$ cat src/rtl/vga_consts.sv
// VGA timing constants and axis encodings shared by the sprite blocks.
package vga_consts;
    localparam int COORD_W = 10;
    localparam logic [COORD_W-1:0] H_LAST = 10'd639;
    localparam logic [COORD_W-1:0] V_LAST = 10'd479;

    typedef enum logic {
        AXIS_VERT  = 1'b0,
        AXIS_HORIZ = 1'b1
    } axis_t;
endpackage

$ cat src/rtl/obstacle_channel.sv
// One bouncing circular obstacle: position, direction and alive flag,
// plus the combinational "pixel inside circle" test.
module obstacle_channel
    import vga_consts::*;
#(
    parameter int                 RADIUS    = 9,
    parameter int                 STEP      = 6,
    parameter int                 POS_MIN   = 220,
    parameter int                 POS_MAX   = 380,
    parameter logic [COORD_W-1:0] INIT_X    = 10'd320,
    parameter logic [COORD_W-1:0] INIT_Y    = 10'd320,
    parameter logic               INIT_AXIS = 1'b0
) (
    input  logic               Pclk,
    input  logic               rst,
    input  logic               respawn,
    input  logic               update,
    input  logic               kill,
    input  logic [COORD_W-1:0] xx,
    input  logic [COORD_W-1:0] yy,
    output logic               circle,
    output logic               alive
);
    localparam logic [21:0] R_SQ = 22'(RADIUS * RADIUS);
    localparam axis_t       AXIS = axis_t'(INIT_AXIS);

    logic [COORD_W-1:0] cx_reg, cy_reg;
    logic               dir_reg, alive_reg;
    logic [COORD_W:0]   p_cur, p_next;
    logic               dir_next;

    // 11-bit arithmetic so p+STEP can never wrap before the bound check.
    always_comb begin
        p_cur    = (AXIS == AXIS_HORIZ) ? {1'b0, cx_reg} : {1'b0, cy_reg};
        p_next   = p_cur;
        dir_next = dir_reg;
        if (dir_reg) begin
            if (p_cur + 11'(STEP) >= 11'(POS_MAX)) begin
                p_next   = 11'(POS_MAX);
                dir_next = 1'b0;
            end else begin
                p_next = p_cur + 11'(STEP);
            end
        end else begin
            if (p_cur <= 11'(POS_MIN + STEP)) begin
                p_next   = 11'(POS_MIN);
                dir_next = 1'b1;
            end else begin
                p_next = p_cur - 11'(STEP);
            end
        end
    end

    always_ff @(posedge Pclk or posedge rst) begin
        if (rst) begin
            cx_reg    <= INIT_X;
            cy_reg    <= INIT_Y;
            dir_reg   <= 1'b1;
            alive_reg <= 1'b1;
        end else if (respawn) begin
            cx_reg    <= INIT_X;
            cy_reg    <= INIT_Y;
            dir_reg   <= 1'b1;
            alive_reg <= 1'b1;
        end else begin
            if (update) begin
                if (AXIS == AXIS_HORIZ) cx_reg <= p_next[COORD_W-1:0];
                else                    cy_reg <= p_next[COORD_W-1:0];
                dir_reg <= dir_next;
            end
            if (kill) alive_reg <= 1'b0;
        end
    end

    logic signed [COORD_W:0] dx, dy;
    logic        [COORD_W:0] adx, ady;
    logic        [21:0]      dist_sq;

    always_comb begin
        dx      = $signed({1'b0, xx}) - $signed({1'b0, cx_reg});
        dy      = $signed({1'b0, yy}) - $signed({1'b0, cy_reg});
        adx     = dx[COORD_W] ? (~dx + 11'sd1) : dx;
        ady     = dy[COORD_W] ? (~dy + 11'sd1) : dy;
        dist_sq = 22'(adx) * 22'(adx) + 22'(ady) * 22'(ady);
        circle  = (dist_sq <= R_SQ);
    end

    assign alive = alive_reg;
endmodule

$ cat src/rtl/obstacle_bank.sv
// Bank of N_OBS bouncing obstacles: frame-divided motion, pixel draw with
// lowest-index priority, and player collision that retires obstacles.
module obstacle_bank
    import vga_consts::*;
#(
    parameter int                         N_OBS     = 4,
    parameter int                         RADIUS    = 9,
    parameter int                         STEP      = 6,
    parameter int                         DIV       = 3,
    parameter int                         POS_MIN   = 220,
    parameter int                         POS_MAX   = 380,
    parameter logic [N_OBS*COORD_W-1:0]   INIT_X    = {10'd380, 10'd340, 10'd300, 10'd260},
    parameter logic [N_OBS*COORD_W-1:0]   INIT_Y    = {10'd260, 10'd300, 10'd240, 10'd300},
    parameter logic [N_OBS-1:0]           INIT_AXIS = 4'b0101,
    localparam int                        IDX_W     = (N_OBS > 1) ? $clog2(N_OBS) : 1
) (
    input  logic               Pclk,
    input  logic               rst,
    input  logic [COORD_W-1:0] xx,
    input  logic [COORD_W-1:0] yy,
    input  logic               aactive,
    input  logic               player_on,
    input  logic               blank,
    input  logic               respawn,
    output logic               ObstacleSpriteOn,
    output logic [IDX_W-1:0]   obstacle_idx,
    output logic               hit_pulse,
    output logic [N_OBS-1:0]   alive_mask
);
    localparam int CNT_W = (DIV > 1) ? $clog2(DIV) : 1;

    logic [CNT_W-1:0] frame_cnt_reg;
    logic             frame_tick, update;
    logic [N_OBS-1:0] circle, alive, hit, kill;

    assign frame_tick = (xx == H_LAST) && (yy == V_LAST);
    assign update     = frame_tick && (frame_cnt_reg == CNT_W'(DIV - 1)) && !respawn;

    always_ff @(posedge Pclk or posedge rst) begin
        if (rst) begin
            frame_cnt_reg <= '0;
        end else if (respawn) begin
            frame_cnt_reg <= '0;
        end else if (frame_tick) begin
            frame_cnt_reg <= update ? '0 : frame_cnt_reg + 1'b1;
        end
    end

    genvar gi;
    generate
        for (gi = 0; gi < N_OBS; gi++) begin : g_obs
            obstacle_channel #(
                .RADIUS   (RADIUS),
                .STEP     (STEP),
                .POS_MIN  (POS_MIN),
                .POS_MAX  (POS_MAX),
                .INIT_X   (INIT_X[gi*COORD_W +: COORD_W]),
                .INIT_Y   (INIT_Y[gi*COORD_W +: COORD_W]),
                .INIT_AXIS(INIT_AXIS[gi])
            ) u_channel (
                .Pclk   (Pclk),
                .rst    (rst),
                .respawn(respawn),
                .update (update),
                .kill   (kill[gi]),
                .xx     (xx),
                .yy     (yy),
                .circle (circle[gi]),
                .alive  (alive[gi])
            );
            assign hit[gi]  = alive[gi] && aactive && circle[gi];
            assign kill[gi] = hit[gi] && player_on && !blank;
        end
    endgenerate

    logic [IDX_W-1:0] idx_next;

    // Descending scan so the lowest covering index is the one left standing.
    always_comb begin
        idx_next = '0;
        for (int i = N_OBS - 1; i >= 0; i--) begin
            if (hit[i]) idx_next = IDX_W'(i);
        end
    end

    always_ff @(posedge Pclk or posedge rst) begin
        if (rst) begin
            ObstacleSpriteOn <= 1'b0;
            obstacle_idx     <= '0;
            hit_pulse        <= 1'b0;
        end else begin
            ObstacleSpriteOn <= !blank && (|hit);
            obstacle_idx     <= blank ? '0 : idx_next;
            hit_pulse        <= (|kill) && !respawn;
        end
    end

    assign alive_mask = alive;
endmodule
$ cat config.mk
export PLATFORM = sky130hd
export DESIGN_NAME = obstacle_bank
export DESIGN_NICKNAME = d
export VERILOG_FILES = /design/src/rtl/vga_consts.sv /design/src/rtl/obstacle_channel.sv /design/src/rtl/obstacle_bank.sv
export SDC_FILE = /design/constraint.sdc
export NUM_CORES = 2
export LEC_CHECK = 0
export BUFFER_PORTS_ARGS = -buffer_cell sky130_fd_sc_hd__buf_2
export CAP_MARGIN = 10
export CORE_MARGIN = 2
export CORE_UTILIZATION = 60
export CTS_CLUSTER_SIZE = 28
export DETAILED_ROUTE_END_ITERATION = 10
export GPL_TIMING_DRIVEN = 0
export PLACE_DENSITY_LB_ADDON = 0.2
export SLEW_MARGIN = 0
export SYNTH_ARGS = -nofsm -noshare
export SYNTH_HDL_FRONTEND = slang
export SYNTH_SLANG_ARGS = --single-unit
$ cat constraint.sdc
create_clock -name Pclk -period 17.2 [get_ports Pclk]
set_input_delay 2.58 -clock Pclk [delete_from_list [all_inputs] [get_ports Pclk]]
set_output_delay 2.58 -clock Pclk [all_outputs]
set_load 0.005 [all_outputs]
== Word level (Yosys, flattened, before mapping) ==
Index checks and enable logic that the tools add are counted.
Storage, ports and cells
  logic and storage cells: 166
  register bits after elaboration: 54
  input port bits: 26
  output and inout bits: 8
Operators by class
  $mul: 7
  $lt $le $gt $ge: 12
  reductions and logical operators: 31
  bitwise operators: 7
  add/subtract/negate cells: 27
  mux-type cells: 63
  equality and inequality tests: 3
Operators by type and width (number)
  $mux 10: 20
  $mul 11x11->22: 7
  $add 22x22->22: 4
  $le 22x7->1 const B: 4
  $add 11x2->11 const B: 7
  $mux 11: 7
  $not 11->11: 7
  $add 10x3->11 const B: 4
  $ge 11x9->1 const B: 4
  $sub 10x10->11: 4
  $le 10x8->1 const B: 4
  $sub 10x3->10 const B: 4
  $sub 10x9->11 const B: 3
  $mux 1: 28
  $logic_and 1x1->1: 21
  $mux 2: 8
  $reduce_bool 2->1: 6
  $eq 10x10->1 const B: 1
  $eq 10x9->1 const B: 1
  $reduce_or 4->1: 2
  $add 2x1->2 const B: 1
  $eq 2x2->1 const B: 1
  $logic_not 1->1: 2

== Logic depth before layout (Yosys ltp) ==
  depth after elaboration: 13
  depth in mapped cells: 45
  gate-level depth less buffers: 43

== Modules after synthesis ==
A second synthesis with hierarchy kept.
Unflattened totals
  cells, all modules: 4115
  area, all modules: 35511.6 um2
By module, submodules not included
  obstacle_channel (g_obs[2].u_channel): times used 1, cells each 1033, area each 8959.8 um2
  obstacle_channel (g_obs[0].u_channel): times used 1, cells each 1034, area each 8892.3 um2
  obstacle_channel (g_obs[3].u_channel): times used 1, cells each 1004, area each 8703.3 um2
  obstacle_channel (g_obs[1].u_channel): times used 1, cells each 1002, area each 8570.7 um2
  obstacle_bank: times used 1, cells each 42, area each 385.4 um2

== Worst setup path before layout ==
No wires, ideal clock.
  path type: in2reg
  from: input port yy[0]
  to: register hit_pulse
  setup time: 0.087 ns
  stages on the path: 38
  required time: 17.113 ns
  buffers on the path: 2
  data arrival time: 12.226 ns
  setup slack: 4.887 ns
  cells stage by stage: buf_1 -> clkinv_1 -> clkbuf_1 -> ha_1 -> nor2_1 -> xor2_1 -> inv_1 -> nand2_1 -> inv_1 -> fa_1 -> fa_1 -> inv_1 -> fa_1 -> inv_1 -> fa_1 -> fa_1 -> ha_1 -> o21ai_0 -> [2 not listed] -> fa_1 -> inv_1 -> fa_1 -> fa_1 -> inv_1 -> fa_1 -> ha_1 -> o21a_1 -> o21ai_0 -> a211oi_1 -> a2111oi_0 -> o21ai_0 -> mux2i_1 -> nor4_1 -> nand2_1 -> nor3_1 -> nor2_1 -> a211oi_2
On the way
  word-level cells in the longest chain between the ends: 12
  elaborated cells between the ends (all ways): 37
  classes of those cells: 10 x add/sub; 3 x mul; 4 x order compare; 3 x mux; 3 x bitwise; 14 x reduce/logical
RTL lines
  start: declaration: RTL line obstacle_bank.sv:20  | input logic [COORD_W-1:0] yy,
  $sub 10x9->11 / $sub 10x10->11 (equally long branches): RTL line obstacle_channel.sv:81  | dy = $signed({1'b0, yy}) - $signed({1'b0, cy_reg});
  $not 11->11: RTL line obstacle_channel.sv:83  | ady = dy[COORD_W] ? (~dy + 11'sd1) : dy;
  $add 11x2->11: RTL line obstacle_channel.sv:83
  $mux 11: RTL line obstacle_channel.sv:83
  $mul 11x11->22: RTL line obstacle_channel.sv:84  | dist_sq = 22'(adx) * 22'(adx) + 22'(ady) * 22'(ady);
  $add 22x22->22: RTL line obstacle_channel.sv:84
  $le 22x7->1: RTL line obstacle_channel.sv:85  | circle = (dist_sq <= R_SQ);
  $logic_and 1x1->1: RTL line obstacle_bank.sv:71  | assign hit[gi] = alive[gi] && aactive && circle[gi];
  $logic_and 1x1->1 (2 in series): RTL line obstacle_bank.sv:72  | assign kill[gi] = hit[gi] && player_on && !blank;
  $reduce_or 4->1 *: RTL line obstacle_bank.sv:94  | hit_pulse <= (|kill) && !respawn;
  $logic_and 1x1->1 *: RTL line obstacle_bank.sv:94
  end signal: assignment: RTL line obstacle_bank.sv:94
  end: declaration: RTL line obstacle_bank.sv:27  | output logic hit_pulse,
Every way passes the cells marked *; elsewhere a longest branch is shown, timed or not.
A chain may end at the register's enable or synchronous reset.

== Worst setup path after layout ==
Same ends and word-level chain as after synthesis.

==> impl_results.md <==
* Post-DR vias/cell at roughly 5.5
* Initial antenna violation count at 3
* RSZ-0062 raised after global routing: false
* Syn Inst Count at 3736
* Hold Path Origin: g_obs[1].u_channel.alive
* Outcome: finished clean
* Setup bufs post-CTS at 0
* Max Cap Viol at 0
* Syn Area/Cell at 8.35 um2
* Hold Path Cell Cnt at 2
* Data arrival, critical path at 15.59 ns
* Clk_lat worst skew at roughly 0.30 ns
* Number of I/O pins at 34
* Post-CTS Hold Buffers at 0
* Initial drt markers at 1700
* R2r setup slk at 5.93 ns
* Startpoint Class: input port
* Share of cells above drive strength 1 at 3.16%
* CTS Buf Count at 5
* Slowest-stage cell, CP: nor3_1
* Total track usage at about 29%
* Fin area at 0.0327 mm2
* WP data required at 17.41 ns
* First-pass GRT wire length at 123 mm
* Setup Viol. Count Final at 0
* Asr flop ratio synth at 100%
* Delay-heaviest family, CP: adder cells
* Worst reg2reg path depth at 37
* TNS Setup at 0 ns
* Crit share post-route at approximately 90%
* Post-synth top flop: dfrtp_1
* Min cycle time layout at 15.38 ns
* FF-to-FF End: obstacle_idx[1]
* Setup Skew at a little over 0.008 ns
* WL/cell at 16.0 um
* Seq/Total Area, Yosys at 4.09%
* Max-slew violations at 0
* Total Wirelength at 72.7 mm
* Max-Slew Margin vs Limit at 12.3%
* Area growth from synthesis to layout at 4.81%
* Drc violations at 0
* CTS tree: built
* Routability cong. at 0.948
* Reg2Reg Launch Point: g_obs[3].u_channel.cy_reg[2]
* # clock sinks at 50
* Mapped cell area at 0.0312 mm2
* Number of cells on the critical path at 41
* Worst min-delay path category: register to register
* Antenna cells at 0
* Die X at 232 um
* Slew @ Worst Pin at 1.32 ns
* CP max stage delay at 0.85 ns
* Final Hold Viols at 0
* Post-Place Setup Slack at 1.86 ns
* DP Area at ~0.033 mm2
* Die Y at 232 um
* Initial Util at about 61%
* Buf/Inv on CP at 10
* Largest net degree at the start of global routing at 34
* 1st-pass router iterations at 5
* IO Port Bufs at 32
* Routed Antenna Nets at 0
* Netlist cell types at 90
* CP max FO at 14
* Resized cells post-CTS at 0
* Grt ovf at 0
* Yosys warning count at 0
* Row count at 83
* Hpwl dp at 63.2 mm
* Root buf cell: clkbuf_16
* Longest Clk Path Bufs at 2
* H-tree Lvls at 2
* Cell repeated most along the worst path: fa_1
* Vias in the first global route at 24700
* Hold endpoint: g_obs[1].u_channel.alive
* Core Region at 0.0514 mm2
* Layout net count at 4837
* Via count at between 20000 and 25000
* Clock-pin slew on the worst setup and hold paths at 0.07 ns
* Post-synthesis register bit count at 50
* Post-synth EDFFs at 0
* Die area at 0.0538 mm2
* Setup ws final at 1.82 ns
* Fmax achieved at 65.0 MHz
* Worst Setup End Kind: register
* WS Path Type: input port to register
[kinds of logic after synthesis]
logic type | after synthesis | share of synthesized area [%]
other | 2 | 0.0241
AND/OR/NAND/NOR | 918 | 13.6
XOR/XNOR | 195 | 5.52
flip-flops | 50 | 4.09
AO/OA/AOI/OAI | 543 | 11.5
buffers and inverters | 1049 | 12.7
adder cells (fa/ha/maj) | 957 | 51.9
multiplexers | 22 | 0.730
[through the flow]
step           hold slack (ns)  instances  util [%]
2_1_floorplan            0.462       3811         -
3_3_place_gp             0.497       4523      63.2
3_5_place_dp             0.510       4526      63.3
4_1_cts                  0.522       4534      63.6
5_1_grt                  0.550       4535      63.6
6_report                 0.522       4535      63.6
[placed cells by master, fill, tap and decap left out, types with 58 or more instances in the layout]
cell,synthesis,routed
nand2b_1,58,58
conb_1,2,77
nand2_1,216,216
ha_1,395,395
fa_1,562,562
a21oi_1,134,134
clkbuf_1,73,73
nor2_1,365,365
xnor2_1,130,130
nor3_1,61,61
xor2_1,64,64
o21ai_0,104,104
inv_1,963,962
[worst max-delay path by stage]
stage	from	slack (ns)	end
2_1_floorplan	yy[0]	4.89	hit_pulse
3_3_place_gp	yy[0]	1.91	hit_pulse
3_5_place_dp	yy[0]	1.86	hit_pulse
4_1_cts	yy[0]	2.09	hit_pulse
5_1_grt	yy[0]	1.19	hit_pulse
6_report	yy[0]	1.82	hit_pulse
[tightest hold or removal path: cells and delay by family, from the launching register on]
kind	cells	cell delay, ns
AOI/OAI and AO/OA	1	0.07
DFF	1	0.39
and+or+nand+nor	1	0.06
[final cells by class]
class                   instances  area, um2
inverters                     970       3640
flip-flops and latches         50       1280
clock inverters                 1       8.76
repair buffers                 36        208
multi-input cells            2712      26200
clock buffers                   7        153
well taps                     680        851
plain buffers                  79        313
fillers                      4620      18700
[routing by layer]
metal | track usage [%] | routed length, um | vias to the layer above
li1 | - | - | 11900
met1 | 41.2 | 32300 | 12000
met2 | 45.6 | 33300 | 759
met3 | 4.21 | 5230 | 106
met4 | 6.81 | 1910 | 6
met5 | 0 | 28 | -
[cell usage after synthesis (all sizes together) (7+ instances only)]
cell	count	area share (%)
o22ai	21	0.44
nand4	12	0.24
dfstp	20	1.7
clkinv	7	0.088
o21bai	10	0.24
a21o	38	0.91
nand3	34	0.55
and2	24	0.48
a21oi	134	2.1
o31ai	19	0.46
and3	13	0.26
o2111ai	7	0.20
mux2i	16	0.51
xnor2	130	3.6
clkbuf	73	0.88
nand2	216	2.6
xor2	64	1.8
nor2b	29	0.58
o21ai	107	1.7
or4	11	0.28
a211oi	39	0.95
nor2	365	4.4
or3	22	0.44
or2	37	0.75
nand2b	58	1.2
o21a	23	0.55
a2111oi	12	0.34
fa	562	36
o211ai	16	0.39
nor4	15	0.32
ha	395	16
dfrtp	30	2.4
a221oi	11	0.31
a31oi	29	0.58
nor3	61	0.98
a311oi	7	0.20
inv	963	12
a211o	7	0.20
Power is not shown: default switching activity piles up to over one toggle a cycle in this logic, so the estimate is an artifact.
